`src/rtl/dense_pkg.sv`:
```
// ============================================================================
// Module   : dense_pkg
// Purpose  : Shared constants, ternary weight encoding and FSM states for
//            dense_ternary_mac.
// Revision : 1.0
// ============================================================================
`default_nettype none

package dense_pkg;

    localparam int IN_W   = 16;
    localparam int LANES  = 10;
    localparam int DEPTH  = 128;
    localparam int ADDR_W = $clog2(DEPTH);
    localparam int ACC_W  = IN_W + ADDR_W + 1;
    localparam int IDX_W  = 4;
    localparam int ROM_W  = 2 * LANES;

    // 2'b10 is reserved and decodes as zero, same as W_ZERO
    localparam logic [1:0] W_ZERO = 2'b00;
    localparam logic [1:0] W_POS  = 2'b01;
    localparam logic [1:0] W_NEG  = 2'b11;

    typedef enum logic [1:0] {
        ACCUM = 2'd0,
        LAST  = 2'd1,
        DRAIN = 2'd2
    } state_t;

endpackage

`default_nettype wire

```
`src/rtl/ternary_lane_acc.sv`:
```
// ============================================================================
// Module   : ternary_lane_acc
// Purpose  : One output neuron: ternary weight decode and add/subtract/hold
//            accumulator with synchronous clear.
// Revision : 1.0
// ============================================================================
`default_nettype none

module ternary_lane_acc
    import dense_pkg::*;
(
    input  logic                    clock,
    input  logic                    reset_n,
    input  logic                    clear,
    input  logic                    enable,
    input  logic signed [IN_W-1:0]  act,
    input  logic        [1:0]       weight,
    output logic signed [ACC_W-1:0] acc
);

    logic signed [ACC_W-1:0] r_acc;
    logic signed [ACC_W-1:0] w_act_ext;

    // Widening before the add keeps -1 x -32768 exact (+32768)
    assign w_act_ext = {{(ACC_W-IN_W){act[IN_W-1]}}, act};

    always_ff @(posedge clock or negedge reset_n) begin
        if (!reset_n) begin
            r_acc <= '0;
        end else if (clear) begin
            r_acc <= '0;
        end else if (enable) begin
            case (weight)
                W_POS:   r_acc <= r_acc + w_act_ext;
                W_NEG:   r_acc <= r_acc - w_act_ext;
                default: r_acc <= r_acc;
            endcase
        end
    end

    assign acc = r_acc;

endmodule

`default_nettype wire

```
`src/rtl/dense_ternary_mac.sv`:
```
// ============================================================================
// Module   : dense_ternary_mac
// Purpose  : Streams 128 activations against ternary ROM weights into 10
//            parallel accumulators, then drains the dot products serially.
//            Optional macro DENSE_TERNARY_RELU_EN clamps negative outputs to 0.
// Revision : 1.0
// ============================================================================
`default_nettype none

module dense_ternary_mac
    import dense_pkg::*;
(
    input  logic              clock,
    input  logic              reset_n,
    input  logic              in_valid,
    output logic              in_ready,
    input  logic [IN_W-1:0]   in_data,
    output logic [ADDR_W-1:0] rom_addr,
    input  logic [ROM_W-1:0]  rom_data,
    output logic              out_valid,
    input  logic              out_ready,
    output logic [ACC_W-1:0]  out_data,
    output logic [IDX_W-1:0]  out_idx,
    output logic              out_last
);

    state_t                  r_state;
    logic [ADDR_W-1:0]       r_count;
    logic signed [IN_W-1:0]  r_act;
    logic                    r_act_valid;
    logic [IDX_W-1:0]        r_idx;
    logic                    r_in_ready;
    logic                    r_out_valid;
    logic                    r_out_last;

    logic                    w_accept;
    logic                    w_drain_hs;
    logic                    w_clear;
    logic signed [ACC_W-1:0] w_acc [LANES];
    logic signed [ACC_W-1:0] w_sel;

    assign w_accept   = in_valid & r_in_ready;
    assign w_drain_hs = r_out_valid & out_ready;
    assign w_clear    = w_drain_hs & (r_idx == IDX_W'(LANES-1));

    // Activation pipeline: act_q lines up with the ROM word one cycle later
    always_ff @(posedge clock or negedge reset_n) begin
        if (!reset_n) begin
            r_act       <= '0;
            r_act_valid <= 1'b0;
        end else begin
            r_act_valid <= w_accept;
            if (w_accept) begin
                r_act <= in_data;
            end
        end
    end

    always_ff @(posedge clock or negedge reset_n) begin
        if (!reset_n) begin
            r_state     <= ACCUM;
            r_count     <= '0;
            r_idx       <= '0;
            r_in_ready  <= 1'b1;
            r_out_valid <= 1'b0;
            r_out_last  <= 1'b0;
        end else begin
            case (r_state)
                ACCUM: begin
                    if (w_accept) begin
                        if (r_count == ADDR_W'(DEPTH-1)) begin
                            r_count    <= '0;
                            r_in_ready <= 1'b0;
                            r_state    <= LAST;
                        end else begin
                            r_count <= r_count + 1'b1;
                        end
                    end
                end
                LAST: begin
                    r_idx       <= '0;
                    r_out_valid <= 1'b1;
                    r_out_last  <= (LANES == 1);
                    r_state     <= DRAIN;
                end
                DRAIN: begin
                    if (w_clear) begin
                        r_idx       <= '0;
                        r_out_valid <= 1'b0;
                        r_out_last  <= 1'b0;
                        r_in_ready  <= 1'b1;
                        r_state     <= ACCUM;
                    end else if (w_drain_hs) begin
                        r_idx      <= r_idx + 1'b1;
                        r_out_last <= (r_idx == IDX_W'(LANES-2));
                    end
                end
                default: begin
                    r_state     <= ACCUM;
                    r_count     <= '0;
                    r_idx       <= '0;
                    r_in_ready  <= 1'b1;
                    r_out_valid <= 1'b0;
                    r_out_last  <= 1'b0;
                end
            endcase
        end
    end

    generate
        for (genvar k = 0; k < LANES; k++) begin : g_lane
            ternary_lane_acc u_lane (
                .clock   (clock),
                .reset_n (reset_n),
                .clear   (w_clear),
                .enable  (r_act_valid),
                .act     (r_act),
                .weight  (rom_data[2*k +: 2]),
                .acc     (w_acc[k])
            );
        end
    endgenerate

    always_comb begin
        w_sel = '0;
        for (int k = 0; k < LANES; k++) begin
            if (r_idx == IDX_W'(k)) begin
                w_sel = w_acc[k];
            end
        end
    end

`ifdef DENSE_TERNARY_RELU_EN
    assign out_data = w_sel[ACC_W-1] ? '0 : w_sel;
`else
    assign out_data = w_sel;
`endif

    assign in_ready  = r_in_ready;
    assign rom_addr  = r_count;
    assign out_valid = r_out_valid;
    assign out_idx   = r_idx;
    assign out_last  = r_out_last;

endmodule

`default_nettype wire

```
`config.mk`:
```
export PLATFORM = sky130hd
export DESIGN_NAME = dense_ternary_mac
export DESIGN_NICKNAME = d
export VERILOG_FILES = /design/src/rtl/dense_pkg.sv /design/src/rtl/ternary_lane_acc.sv /design/src/rtl/dense_ternary_mac.sv
export SDC_FILE = /design/constraint.sdc
export NUM_CORES = 1
export LEC_CHECK = 0
export ABC_AREA = 1
export CORE_MARGIN = 2
export CORE_UTILIZATION = 38
export CTS_CLUSTER_DIAMETER = 80
export DETAILED_ROUTE_END_ITERATION = 16
export SKIP_CTS_REPAIR_TIMING = 1
export SLEW_MARGIN = 20
export SYNTH_ARGS = -nofsm -noshare
export SYNTH_HDL_FRONTEND = slang
export SYNTH_HIERARCHICAL = 1
export SYNTH_SLANG_ARGS = --single-unit
```
`constraint.sdc`:
```
create_clock -name clock -period 6.5 [get_ports clock]
set_clock_uncertainty 0.05 [all_clocks]
set_input_delay 1.625 -clock clock [delete_from_list [all_inputs] [get_ports clock]]
set_output_delay 1.625 -clock clock [all_outputs]
set_load 0.02 [all_outputs]
```
==> results.json <==
{
  "yosys-mux-area-fraction_pct": 0.0281,
  "r2r-start": "out_idx[1]$_DFFE_PN0P_",
  "cp_slowest_stage_delay_ns": 0.92,
  "cpMaxStageDelayCell": "nor2_2",
  "synth_warnings": 6,
  "area_growth_pct": 10.3,
  "yosys.area_share.xor_xnor_pct": 3.66,
  "overflow": 0,
  "whs_path_depth": 2,
  "detail_route.vias_per_cell": 5.03,
  "reg2reg_slack_ns": 2.60,
  "clk_path_buf_depth": 3,
  "vias": 38100,
  "drtPass1Iterations": 6,
  "hold_violations": 0,
  "final_cell_mix": "2291 x nand2_1, 1163 x inv_1, 509 x nor2_1, 375 x nand3_1, 263 x dfrtp_1",
  "clk_pin_slew_ns": 0.06,
  "final_common_cell": "nand2_1",
  "cts_buffers": 43,
  "slew_headroom_pct": 25.1,
  "tns_ns": 0,
  "synth-simple-area-share_pct": 44.6,
  "die_h_um": 310,
  "track_usage_pct": 27.6,
  "grt_setup_unrepaired": "false",
  "hold_class": "flip-flop to flip-flop",
  "synth-compound-area-share_pct": 8.93,
  "max_freq_mhz": 170,
  "pwr_density_cell_nw_per_um2": 109,
  "synthFlopType": "dfrtp_1",
  "gp_congestion": 0.950,
  "drive_gt1_share_pct": 7.92,
  "synthCells": 6222,
  "start_util_pct": 38.2,
  "ant_nets": 0,
  "synth.distinct_cells": 49,
  "status": "finished clean",
  "crit_top_cell": "nand2_1",
  "synth_top_family_by_area": "simple AND/OR/NAND/NOR gates",
  "synth_edf_count": 0,
  "top_level_ports": 78,
  "finalSetupViolations": 0,
  "grt_start_max_net_pins": 107,
  "drc": 0,
  "final_util_pct": 42.2,
  "yosysSeqAreaShare_pct": 19.2,
  "crit_required_ns": 4.83,
  "routed_wl_um": 134000,
  "ir_worst_vdd_mv": 0.182,
  "drt_iter0_drc": 3639,
  "synth-seq-cells": 273,
  "regArea_um2": 6840,
  "fillCellCount": 10300,
  "rows": 112,
  "multi_input_area_um2": 23900,
  "clock-sinks": 273,
  "r2r-end": "g_lane[5].u_lane/acc[7]$_DFFE_PN0P_",
  "die_x_um": 310,
  "period_needed_ns": 5.87,
  "first_global_vias": 34800,
  "worst_pin_slew_ns": 1.12,
  "critPathTopFamily": "simple AND/OR/NAND/NOR gates",
  "grt_pass1_wl_um": 205000,
  "setup.worst_path.class": "flip-flop to primary output",
  "htree_levels": 2,
  "critPathArrivalTime_ns": 4.20,
  "final_net_count": 6597,
  "antenna_found_initial": 2,
  "syn_area_per_cell_um2": 5.73,
  "clk_latency_ns": 0.63,
  "synthAdderAreaFrac_pct": 9.62,
  "path_buf_inv": 2,
  "cts_tree": "built",
  "endpoint_kind": "primary output",
  "rr_worst_depth": 11,
  "wire_per_inst_um": 17.7,
  "die_area_um2": 96300,
  "leakage_nw": 23.4,
  "maxCapViolCount": 0,
  "maxSlewViolCount": 0,
  "netlist_area_um2": 35600,
  "synthArstFlopShare_pct": 100,
  "crit_chain": "inv_1 > ha_1 > nor2_2 > nand3_1 > nand3_1 > nand2_1 > nand3_1 > nand2_1 > nand2_1 > nand2_1 > nand2_1 > nand2_1 > nand2_1 > clkdlybuf4s50_1",
  "core-area_um2": 93200,
  "syn_nets": 6530,
  "hold_end": "r_act[14]$_DFFE_PN0P_",
  "fin_crit_sh_pct": 90.3,
  "hold_start": "r_act[14]$_DFFE_PN0P_",
  "detailed_place_hpwl_um": 106000,
  "cp-start-kind": "flip-flop",
  "numPortBuffers": 77,
  "cts_root_buffer": "clkbuf_16",
  "path_max_fanout": 27
}
worst min-delay path, cell delays in order (launching register included):
cell and delay, ns:
dfrtp_1 0.34, nand2_1 0.05, nand2_1 0.05
cell type report:
class / count / share of cell area [%]
Antenna cell: 1 / 0.00637
Timing Repair Buffer: 114 / 2.74
Multi-Input combinational cell: 4667 / 60.7
Tap cell: 1254 / 3.99
Clock buffer: 61 / 3.19
Inverter: 1190 / 11.4
Sequential cell: 273 / 17.4
Clock inverter: 18 / 0.538
metal layers:
metal | up-vias | wire (um) | GRT usage, %
met2 | 1247 | 55800 | 41.8
met3 | 203 | 10900 | 4.53
met4 | 4 | 4780 | 9.29
met5 | - | 23 | 0
met1 | 17400 | 62400 | 39.6
li1 | 19300 | - | -
synth_stat cells, drive strengths merged, types with 21 or more instances:
master,n,area share [%]
nor3,26,0.56
o21ai,288,4.1
nand3b,62,1.5
dfrtp,272,19
nand3,387,5.6
ha,258,9.1
nand4,74,1.4
buf,54,0.86
a21oi,232,3.4
inv,1189,13
nor2,660,8.5
xnor2,55,1.4
o22ai,21,0.37
clkbuf,38,0.58
nand2,2423,27
xor2,94,2.3
registers in the layout (all words and copies together), names as in the netlist:
name,flops
g_lane.u_lane/acc,240
r_act,16
rom_addr,7
out_idx,4
r_state,2
in_ready,1
out_last,1
out_valid,1
r_act_valid,1
cells by family (layout without fill, tap and decap cells):
logic type                 after synthesis  after routing
and+or+nand+nor                       3663           3663
buffers and inverters                 1282           1383
AOI/OAI and AO/OA                      586            586
DFF                                    273            273
adders and majority gates              268            268
xor gates and xnor gates               149            149
muxes                                    1              1
other                                    0              1
metrics by stage:
| stage | instances | setup WS [ns] | hold slack (ns) | cell area, um^2 | total power, mW |
|---|---|---|---|---|---|
| after detailed placement | 7498 | 1.31 | 0.419 | 37800 | 1.84 |
| after global placement | 7498 | 1.31 | 0.414 | 37800 | 1.84 |
| after CTS | 7577 | 0.678 | 0.435 | 39300 | 4.33 |
| final | 7578 | 0.628 | 0.428 | 39300 | 4.28 |
| after global routing | 7577 | 0.364 | 0.455 | 39300 | 4.40 |
| after floorplan | 6222 | 2.74 | 0.418 | 35600 | 1.76 |
report_power, final:
group / leakage [nW] / internal (mW) / total (mW) / switching, mW
sequential: 3.67 / 1.70 / 1.70 / 0
combinational: 19.0 / 0.0309 / 0.109 / 0.0779
clock: 0.716 / 1.47 / 2.47 / 0.998
how the worst max path moves through the flow:
stage,endpoint,from,cells after the start,slack [ns]
2_1_floorplan,g_lane[2].u_lane/acc[10]$_DFFE_PN0P_,out_ready,7,2.74
4_1_cts,out_data[12],out_idx[1]$_DFFE_PN0P_,14,0.68
3_3_place_gp,out_data[14],out_idx[1]$_DFFE_PN0P_,14,1.31
5_1_grt,out_data[5],out_idx[1]$_DFFE_PN0P_,14,0.36
3_5_place_dp,out_data[12],out_idx[1]$_DFFE_PN0P_,14,1.31
6_report,out_data[12],out_idx[1]$_DFFE_PN0P_,14,0.63
(Power assumes the default switching activity.)
